**src/rtl/rv_rf_wport_ctrl.sv**
```systemverilog
// rv_rf_wport_ctrl
// Arbitrates the single register-file write port between the in-order
// pipeline writeback (W stage) and results returning from multicycle units
// (divider, loads). A returning result is parked in a one-entry holding
// register H. H gets the port whenever the pipeline is not writing. If the
// pipeline keeps winning, a starvation counter eventually stalls W so that
// H can drain.
// A pending scoreboard tracks registers whose multicycle result has not yet
// reached the register file. Decode stalls on any source or destination
// that is still pending.

module rv_rf_wport_ctrl #(
  parameter int STARVE_LIMIT = 4
) (
  input  logic        clk_i,
  input  logic        rst_n_i,
  // pipeline writeback
  input  logic        w_valid_i,
  input  logic [4:0]  w_rd_i,
  input  logic [31:0] w_value_i,
  output logic        w_stall_o,
  // multicycle issue and result
  input  logic        m_issue_i,
  input  logic [4:0]  m_issue_rd_i,
  input  logic        m_valid_i,
  input  logic [4:0]  m_rd_i,
  input  logic [31:0] m_value_i,
  output logic        m_ready_o,
  // decode hazard check
  input  logic        d_valid_i,
  input  logic [4:0]  d_rs1_i,
  input  logic [4:0]  d_rs2_i,
  input  logic [4:0]  d_rd_i,
  output logic        d_stall_o,
  // register file write port
  output logic [4:0]  rf_rd_o,
  output logic [31:0] rf_value_o,
  output logic        rf_store_o,
  output logic        busy_o
);

  // The counter is 4 bits wide, so the limit can be at most 15.
  localparam logic [3:0] LIMIT = 4'(STARVE_LIMIT);

  // Owner of the write port in the current cycle.
  typedef enum logic [1:0] {
    GRANT_NONE,
    GRANT_PIPE,
    GRANT_HOLD
  } grant_e;

  // Holding register for a returned multicycle result.
  logic        hv;
  logic [4:0]  hrd;
  logic [31:0] hval;

  // One bit per architectural register whose multicycle write is outstanding.
  logic [31:0] pending;

  // Counts consecutive cycles in which H lost the port to the pipeline.
  logic [3:0]  starve_cnt;

  grant_e      grant;
  logic        stall;
  logic        accept;
  logic        drain;
  logic [31:0] set_mask;
  logic [31:0] clr_mask;
  logic [31:0] pending_next;
  logic [3:0]  starve_next;
  logic        hit_rs1;
  logic        hit_rs2;
  logic        hit_rd;

  // Decide which source owns the write port; stall W once H has starved long enough.
  always_comb begin
    stall = rst_n_i && hv && (starve_cnt == LIMIT);
    grant = GRANT_NONE;
    if (w_valid_i && !stall) begin
      grant = GRANT_PIPE;
    end else if (hv) begin
      grant = GRANT_HOLD;
    end
    drain  = (grant == GRANT_HOLD);
    accept = m_valid_i && !hv;
  end

  // Drive the register-file port from the granted source (H fields when idle).
  always_comb begin
    rf_rd_o    = hrd;
    rf_value_o = hval;
    if (grant == GRANT_PIPE) begin
      rf_rd_o    = w_rd_i;
      rf_value_o = w_value_i;
    end
    // A grant to x0 still consumes the request but never writes.
    rf_store_o = rst_n_i && (grant != GRANT_NONE) && (rf_rd_o != 5'd0);
    w_stall_o  = stall;
    m_ready_o  = !hv;
  end

  // Decode hazard check against the registered scoreboard; x0 never hazards.
  always_comb begin
    hit_rs1   = (d_rs1_i != 5'd0) && pending[d_rs1_i];
    hit_rs2   = (d_rs2_i != 5'd0) && pending[d_rs2_i];
    hit_rd    = (d_rd_i  != 5'd0) && pending[d_rd_i];
    d_stall_o = rst_n_i && d_valid_i && (hit_rs1 || hit_rs2 || hit_rd);
    busy_o    = hv || (|pending);
  end

  // Scoreboard next value: a new issue to the same register beats the drain clear.
  always_comb begin
    clr_mask = '0;
    set_mask = '0;
    if (drain && (hrd != 5'd0)) begin
      clr_mask = 32'd1 << hrd;
    end
    if (m_issue_i && (m_issue_rd_i != 5'd0)) begin
      set_mask = 32'd1 << m_issue_rd_i;
    end
    pending_next = (pending & ~clr_mask) | set_mask;
  end

  // Starvation counter next value: counts pipeline wins while H waits, saturates at the limit.
  always_comb begin
    starve_next = starve_cnt;
    if (!hv || drain) begin
      starve_next = 4'd0;
    end else if ((grant == GRANT_PIPE) && (starve_cnt != LIMIT)) begin
      starve_next = starve_cnt + 4'd1;
    end
  end

  // State register: holding entry, scoreboard and starvation counter.
  always_ff @(posedge clk_i) begin
    if (!rst_n_i) begin
      hv         <= 1'b0;
      hrd        <= 5'd0;
      hval       <= 32'd0;
      pending    <= '0;
      starve_cnt <= 4'd0;
    end else begin
      // Accept only happens with H empty and drain only with H full, so the two never collide.
      if (accept) begin
        hv   <= 1'b1;
        hrd  <= m_rd_i;
        hval <= m_value_i;
      end else if (drain) begin
        hv   <= 1'b0;
      end
      pending    <= pending_next;
      starve_cnt <= starve_next;
    end
  end

endmodule

```
**config.mk**
```make
export PLATFORM = sky130hd
export DESIGN_NAME = rv_rf_wport_ctrl
export DESIGN_NICKNAME = d
export VERILOG_FILES = /design/src/rtl/rv_rf_wport_ctrl.sv
export SDC_FILE = /design/constraint.sdc
export NUM_CORES = 1
export LEC_CHECK = 0
export ABC_AREA = 0
export CORE_MARGIN = 2
export CORE_UTILIZATION = 47
export DETAILED_ROUTE_END_ITERATION = 8
export MAX_ROUTING_LAYER = met4
export PLACE_DENSITY = 0.87
export SETUP_SLACK_MARGIN = 0.2
export SLEW_MARGIN = 5
export SYNTH_ARGS = -nofsm -noshare
export SYNTH_HDL_FRONTEND = slang
export SYNTH_SLANG_ARGS = --single-unit
export TNS_END_PERCENT = 1
```
**constraint.sdc**
```tcl
create_clock -name clk_i -period 2.4 [get_ports clk_i]
set_clock_uncertainty 0.2 [all_clocks]
set_input_delay 0.24 -clock clk_i [delete_from_list [all_inputs] [get_ports clk_i]]
set_output_delay 0.24 -clock clk_i [all_outputs]
set_load 0.01 [all_outputs]
```
==> results of run 1 <==
routing by layer:
metal | vias to the layer above | track usage [%] | share of wire, %
li1 | 2221 | - | -
met1 | 2298 | 38.0 | 38
met5 | - | - | 0
met2 | 249 | 57.9 | 50
met3 | 63 | 6.20 | 7.2
met4 | 0 | 18.2 | 5.1
worst max path at each step:
| stage | from | end |
|---|---|---|
| after floorplan | d_rd_i[1] | d_stall_o |
| after global routing | starve_cnt[1]$_SDFFE_PP0P_ | rf_store_o |
| after detailed placement | d_rd_i[1] | d_stall_o |
| after global placement | d_rd_i[1] | d_stall_o |
| after CTS | starve_cnt[1]$_SDFFE_PP0P_ | rf_store_o |
| final | starve_cnt[1]$_SDFFE_PP0P_ | rf_store_o |
cells in the mapped netlist, drive strengths merged, types with 6 or more instances:
cell type,count,share of area (%)
nand3,6,0.69
nor2b,8,1.1
a21boi,68,12
o21ai,37,4.3
clkbuf,20,1.7
nand4,6,0.86
dfxtp,74,34
mux2,42,11
nor2,12,1.0
buf,14,1.6
nand2,119,10
inv,9,0.77
mux2i,13,3.0
nor4,8,1.1
a2111oi,6,1.2
mux4,12,6.6
report_power, final:
part           internal [uW]  leakage [uW]  switching [uW]
logic                    455       0.00207             340
clock network            435     0.0000859             478
registers               1270      0.000606            35.7
total                   2160       0.00276             854
state kept, by name, summed over array words and instances, names as in the netlist:
signal / flops
starve_cnt: 4
hrd: 5
hv: 1
hval: 32
pending: 32
final cells by class:
class | count | area (sq um) | share of cell area (%)
multi-input cells | 388 | 2840 | 41.8
repair buffers | 225 | 2110 | 31.0
flip-flops and latches | 74 | 1490 | 21.9
clock buffers | 13 | 159 | 2.34
well taps | 111 | 139 | 2.04
inverters | 9 | 33.8 | 0.497
clock inverters | 3 | 23.8 | 0.350
cell families after synthesis:
kind of cell / after synthesis / share of synthesized area, %
flops: 74 / 33.9
simple gates: 191 / 20.5
buf+inv: 43 / 4.12
mux: 67 / 20.4
compound gates: 126 / 20.1
xor+xnor: 2 / 0.401
fa+ha+maj: 2 / 0.572
stage by stage:
step / setup slack (ns) / utilization, % / hold slack (ns) / total power [uW]
after floorplan: 0.204 / - / 0.185 / 1640
after global placement: -0.752 / 69.3 / 0.247 / 2050
after detailed placement: -0.768 / 69.3 / 0.258 / 2060
after CTS: -0.290 / 73.4 / 0.238 / 2980
after global routing: -0.391 / 74.3 / 0.259 / 3130
final: -0.331 / 74.3 / 0.246 / 3020
timing repair:
item	4_1_cts	5_1_grt
resized for setup	203	34
setup endpoints to repair	72	71
pin swaps	8	4
gates cloned	2	0
buffers inserted	5	2
worst register-to-register path, stage by stage (launching register included):
cell	delay, ns
sky130_fd_sc_hd__dfxtp_2	0.35
sky130_fd_sc_hd__inv_2	0.07
sky130_fd_sc_hd__ha_4	0.11
sky130_fd_sc_hd__nand3b_1	0.16
sky130_fd_sc_hd__o21ai_4	0.20
sky130_fd_sc_hd__buf_4	0.15
sky130_fd_sc_hd__buf_4	0.12
sky130_fd_sc_hd__buf_16	0.15
sky130_fd_sc_hd__nand2_1	0.07
sky130_fd_sc_hd__or4b_4	0.55
sky130_fd_sc_hd__o21ai_1	0.16
sky130_fd_sc_hd__a21boi_0	0.09
==> out/qor.tcl, run 1 <==
set qor(outcome) {complete, but fails checks}
set qor(violated_checks) {negative setup slack}
set qor(antenna_found_initial) 0
set qor(final-setup-viol-count) 46
set qor(setup_tns_ns) -7.99
set qor(relSlewSlack_pct) 59.4
set qor(timing.hold.worst.class) {primary input to flop}
set qor(postCtsHoldBufs) 0
set qor(grt_pass1_wl_mm) 25.5
set qor(synthArstFlopShare_pct) 0
set qor(ant_nets) 0
set qor(crit_chain) {inv_2 -> ha_4 -> nand3b_1 -> o21ai_4 -> buf_12 -> mux2_4 -> a2111oi_4 -> nor2_1 -> buf_2}
set qor(grt_setup_unrepaired) {true}
set qor(cell_class_contributing_the_biggest_share_of_worst_path_delay) {compound AO/OA/AOI/OAI gates}
set qor(detailedRoute.firstPassIterationCount) 5
set qor(max-cap-violations) 0
set qor(r2r-start) {starve_cnt[1]$_SDFFE_PP0P_}
set qor(drc) 0
set qor(final-hold-violation-count) 0
set qor(cts_tree) {yes}
set qor(wire_length_reported_by_the_detailed_router_mm) 16.8
set qor(postSynthAreaPerCell_sq_um) 8.66
set qor(max-vdd-ir-drop_v) 0.000343
set qor(worst_ep_arrival_time_ns) 2.29
set qor(reg2reg_depth) 11
set qor(tightest_slew_ns) 0.609
set qor(final_worst_path_setup_slack_ns) -0.331
set qor(cts.reportedPaths.clkPinSlew_ns) 0.09
set qor(stdcell_count) 823
set qor(first_global_vias) 4889
set qor(period_minus_slack_ns) 2.73
set qor(clk_root_buffer_cell) {sky130_fd_sc_hd__clkbuf_8}
set qor(finalMaxSlewViolations) 0
set qor(placed_cells) 798
set qor(coreArea_sq_mm) 0.00915
set qor(achievable-frequency_mhz) 366
set qor(synth-main-ff-cell) {sky130_fd_sc_hd__dfxtp_1}
set qor(maximum_number_of_pins_on_one_net_before_global_route_repair) 74
set qor(worstPathMaxFanout) 6
set qor(drt_iter0_drc) 302
set qor(grtUsageTotal_pct) 34.1
set qor(finalNetCount) 809
set qor(cts_num_sinks) 74
set qor(critical_path.startpoint_type) {flop}
set qor(synth-seq-area-share_pct) 33.9
set qor(grt.overflow.total) 0
set qor(crit_path_top_delay_cell) {sky130_fd_sc_hd__dfxtp_2}
set qor(ys_warn_count) 0
set qor(worst_ep_required_time_ns) 1.96
set qor(initial_core_util_pct) 47.8
set qor(port_buffers) 141
set qor(floorplan.rows) 35
set qor(netlist_area_sq_mm) 0.00437
set qor(critical_path_depth) 9
set qor(synth-edff-count) 0
set qor(dpl-instance-area_sq_mm) 0.00634
set qor(fin_crit_sh_pct) 114
set qor(setup.reg_to_reg.worst_slack_ns) -0.12
set qor(layout_common_cells) {119 x sky130_fd_sc_hd__nand2_1, 94 x sky130_fd_sc_hd__clkdlybuf4s50_1, 72 x sky130_fd_sc_hd__buf_4, 69 x sky130_fd_sc_hd__dfxtp_1, 60 x sky130_fd_sc_hd__a21boi_0}
set qor(die_y_um) 100
set qor(detailedPlacementHpwl_mm) 11.6
set qor(setup.worst_path.end_class) {output port}
set qor(place_congestion) 0.974
set qor(fillerInstances) 609
set qor(mappedNetlistNets) 607
set qor(clock_latency_ns) 0.36
set qor(via_per_inst) 5.87
set qor(path_buf_inv) 3
set qor(area_growth_syn_to_layout_pct) 55.5
set qor(vias) 4831
set qor(num_io_pins) 142
set qor(timing.critical_path.slowest_cell_delay_ns) 0.35
set qor(hold_path_end) {hval[7]$_SDFFE_PN0P_}
set qor(min_from) {m_value_i[7]}
set qor(synth_seq_cells) 74
set qor(setup.worst_path.class) {flop to output port}
set qor(min_path_cells) 3
set qor(fp.dieW_um) 100
set qor(average_routed_wire_per_standard_cell_um) 20.4
set qor(cts-root-to-sink-buffers) 2
set qor(layout_commonest_cell) {sky130_fd_sc_hd__nand2_1}
set qor(p_leak_uw) 0.00276
set qor(h-tree-depth) 3
set qor(netlist-cell-type-count) 45
set qor(cts_buffers) 9
set qor(cell_area_after_layout_sq_mm) 0.00680
set qor(power-per-cell-area_mw_per_mm2) 444
set qor(post_synth_inst_count) 505
set qor(endpoint_of_the_worst_register_to_register_path) {pending[3]$_SDFF_PN0_}
set qor(share_of_post_route_cells_with_drive_strength_above_1_pct) 29.2
set qor(area_of_the_die_sq_mm) 0.0101
set qor(diodes) 0
Power figures use the tool's default switching activity.
==> inputs of run 2 (changes only) <==
Settings changed: CAP_MARGIN set to 20, PLACE_DENSITY 0.87 to not set, PLACE_DENSITY_LB_ADDON set to 0.08, SETUP_SLACK_MARGIN 0.2 to not set.
==> run 2 against run 1 <==
  * Die area stayed put
  * Setup slack gained 0.059 ns
  * Clock-buffer cell count did not move
  * Core utilization decreased by 1.3 points
  * Combinational power fell by 4.4%
  * Sequential share of layout area is 0.33 points higher
  * Flip-flop and latch count stayed put
  * Wire length is 6.0% lower
  * Largest cell class unchanged
  * The run still ends with negative setup slack left
  * Worst hold slack gained 0.0062 ns
  * Non-clock buffer count fell by 6
  * Critical endpoint unchanged
  * Register-to-register slack improved by 0.19 ns
  * Highest routed layer unchanged
  * First-iteration DRC count rose by 6.3%
==> out/qor.tcl, run 2 (synthesis gave the netlist of run 1 again) <==
set qor(first_global_vias) 4901
set qor(max-vdd-ir-drop_v) 0.000273
set qor(cts_tree) {yes}
set qor(fp.dieW_um) 100
set qor(cell_area_after_layout_sq_mm) 0.00668
set qor(dpl-instance-area_sq_mm) 0.00633
set qor(crit_path_top_delay_cell) {sky130_fd_sc_hd__dfxtp_2}
set qor(average_routed_wire_per_standard_cell_um) 19.3
set qor(grt_setup_unrepaired) {true}
set qor(cts.reportedPaths.clkPinSlew_ns) 0.07
set qor(cell_class_contributing_the_biggest_share_of_worst_path_delay) {simple AND/OR/NAND/NOR gates}
set qor(die_y_um) 100
set qor(final_worst_path_setup_slack_ns) -0.272
set qor(share_of_post_route_cells_with_drive_strength_above_1_pct) 27.1
set qor(coreArea_sq_mm) 0.00915
set qor(h-tree-depth) 3
set qor(seq_area_sq_mm) 0.00149
set qor(layout_commonest_cell) {sky130_fd_sc_hd__nand2_1}
set qor(layout_common_cells) {119 x sky130_fd_sc_hd__nand2_1, 95 x sky130_fd_sc_hd__clkdlybuf4s50_1, 71 x sky130_fd_sc_hd__buf_4, 70 x sky130_fd_sc_hd__dfxtp_1, 68 x sky130_fd_sc_hd__a21boi_0}
set qor(wl_met3_mm) 1.04
set qor(drt_iter0_drc) 321
set qor(cts-root-to-sink-buffers) 2
set qor(max-cap-violations) 0
set qor(initial_core_util_pct) 47.8
set qor(maxUsedRoutingLayer) {met4}
set qor(detailedPlacementHpwl_mm) 11.6
set qor(timing.hold.worst.class) {primary input to flop}
set qor(wire_length_reported_by_the_detailed_router_mm) 15.8
set qor(grt.overflow.total) 0
set qor(outcome) {complete, but fails checks}
set qor(achievable-frequency_mhz) 374
set qor(antenna_found_initial) 0
set qor(routed-wl-met2_mm) 7.75
set qor(ant_nets) 0
set qor(path_buf_inv) 4
set qor(clk_root_buffer_cell) {sky130_fd_sc_hd__clkbuf_8}
set qor(worst_ep_arrival_time_ns) 2.23
set qor(violated_checks) {negative setup slack}
set qor(layout_top_registers) {hval x32, pending x32, hrd x5}
set qor(area_of_the_multi_input_gates_sq_mm) 0.00286
set qor(finalMaxSlewViolations) 0
set qor(floorplan.rows) 35
set qor(timing.critical_path.slowest_cell_delay_ns) 0.34
set qor(period_minus_slack_ns) 2.67
set qor(diodes) 0
set qor(fin_crit_sh_pct) 111
set qor(relSlewSlack_pct) 56.3
set qor(place_congestion) 1.08
set qor(fillerInstances) 722
set qor(via_per_inst) 5.80
set qor(final-setup-viol-count) 31
set qor(p_leak_uw) 0.00275
set qor(area_growth_syn_to_layout_pct) 52.8
set qor(port_buffers) 141
set qor(finalHoldWorstSlack_ns) 0.253
set qor(vias) 4736
set qor(grt_pass1_wl_mm) 24.8
set qor(final-hold-violation-count) 0
set qor(drc) 0
set qor(maximum_number_of_pins_on_one_net_before_global_route_repair) 74
set qor(worst_ep_required_time_ns) 1.96
set qor(finalNetCount) 803
set qor(num_io_pins) 142
set qor(detailedRoute.firstPassIterationCount) 4
set qor(crit_chain) {inv_2 -> ha_4 -> nand3b_1 -> o21ai_4 -> buf_12 -> buf_6 -> or3_4 -> a2111oi_4 -> nor2_1 -> buf_2}
set qor(tightest_slew_ns) 0.656
set qor(m1WireLength_mm) 6.31
set qor(area_of_the_die_sq_mm) 0.0101
set qor(grtUsageTotal_pct) 32.4
set qor(setup.worst_path.end_class) {output port}
set qor(cts_num_sinks) 74
set qor(critical_path.startpoint_type) {flop}
set qor(cts_buffers) 9
set qor(power-per-cell-area_mw_per_mm2) 448
set qor(worstPathMaxFanout) 6
set qor(setup.worst_path.class) {flop to output port}
set qor(clock_latency_ns) 0.34
==> run 2: what timing repair did <==
item,CTS,global route
cloned,1,0
hold buffers,0,0
gates resized for setup,190,12
buffers inserted,3,1
pin swaps,7,5
setup endpoints to repair,71,47
==> run 2: layer usage <==
metal,up-vias,GRT usage [%]
met5,-,-
met4,0,14.5
met3,57,5.29
met2,235,55.1
met1,2235,37.6
li1,2209,-
==> run 2: final cells by class <==
cell class,instances,share of cell area (%)
inverters,9,0.506
flip-flops and latches,74,22.2
repair buffers,219,29.7
clock inverters,3,0.599
well taps,111,2.08
clock buffers,13,2.08
multi-input cells,388,42.8
==> run 2: stage by stage <==
stage          setup WS (ns)  power (uW)  std cells  TNS (ns)  util (%)
3_3_place_gp          -0.780        2040        796     -6.12      69.1
5_1_grt               -0.400        3110        817     -5.77      73.0
2_1_floorplan          0.168        1640        505         0         -
3_5_place_dp          -0.837        2060        796    -11.23      69.1
4_1_cts               -0.388        3000        816     -5.78      72.7
6_report              -0.272        2990        817     -2.88      73.0
==> run 2: worst paths after layout <==
kind / endpoint / slack, ns / startpoint / cells past startpoint
max reg2reg: pending[7]$_SDFF_PN0_ / 0.07 / starve_cnt[0]$_SDFFE_PP0P_ / 10
min reg2reg: hval[21]$_SDFFE_PN0P_ / 0.27 / hval[21]$_SDFFE_PN0P_ / 2
min: hval[26]$_SDFFE_PN0P_ / 0.25 / m_value_i[26] / 3
max: rf_store_o / -0.27 / starve_cnt[1]$_SDFFE_PP0P_ / 10
==> run 2: worst register-to-register path, cell delays in order, from the launching register on <==
cell and delay (ns):
sky130_fd_sc_hd__dfxtp_2 0.33, sky130_fd_sc_hd__inv_2 0.06, sky130_fd_sc_hd__ha_4 0.12, sky130_fd_sc_hd__nand3b_1 0.14, sky130_fd_sc_hd__o21ai_4 0.21, sky130_fd_sc_hd__buf_4 0.16, sky130_fd_sc_hd__buf_16 0.14, sky130_fd_sc_hd__nand2_1 0.06
sky130_fd_sc_hd__or4b_4 0.56, sky130_fd_sc_hd__o21ai_2 0.15, sky130_fd_sc_hd__a21boi_0 0.09
==> run 2: power breakdown <==
part / internal (uW) / total [uW] / switching [uW]
registers: 1270 / 1310 / 33.7
logic: 437 / 761 / 323
clock network: 480 / 926 / 446
total: 2190 / 2990 / 803
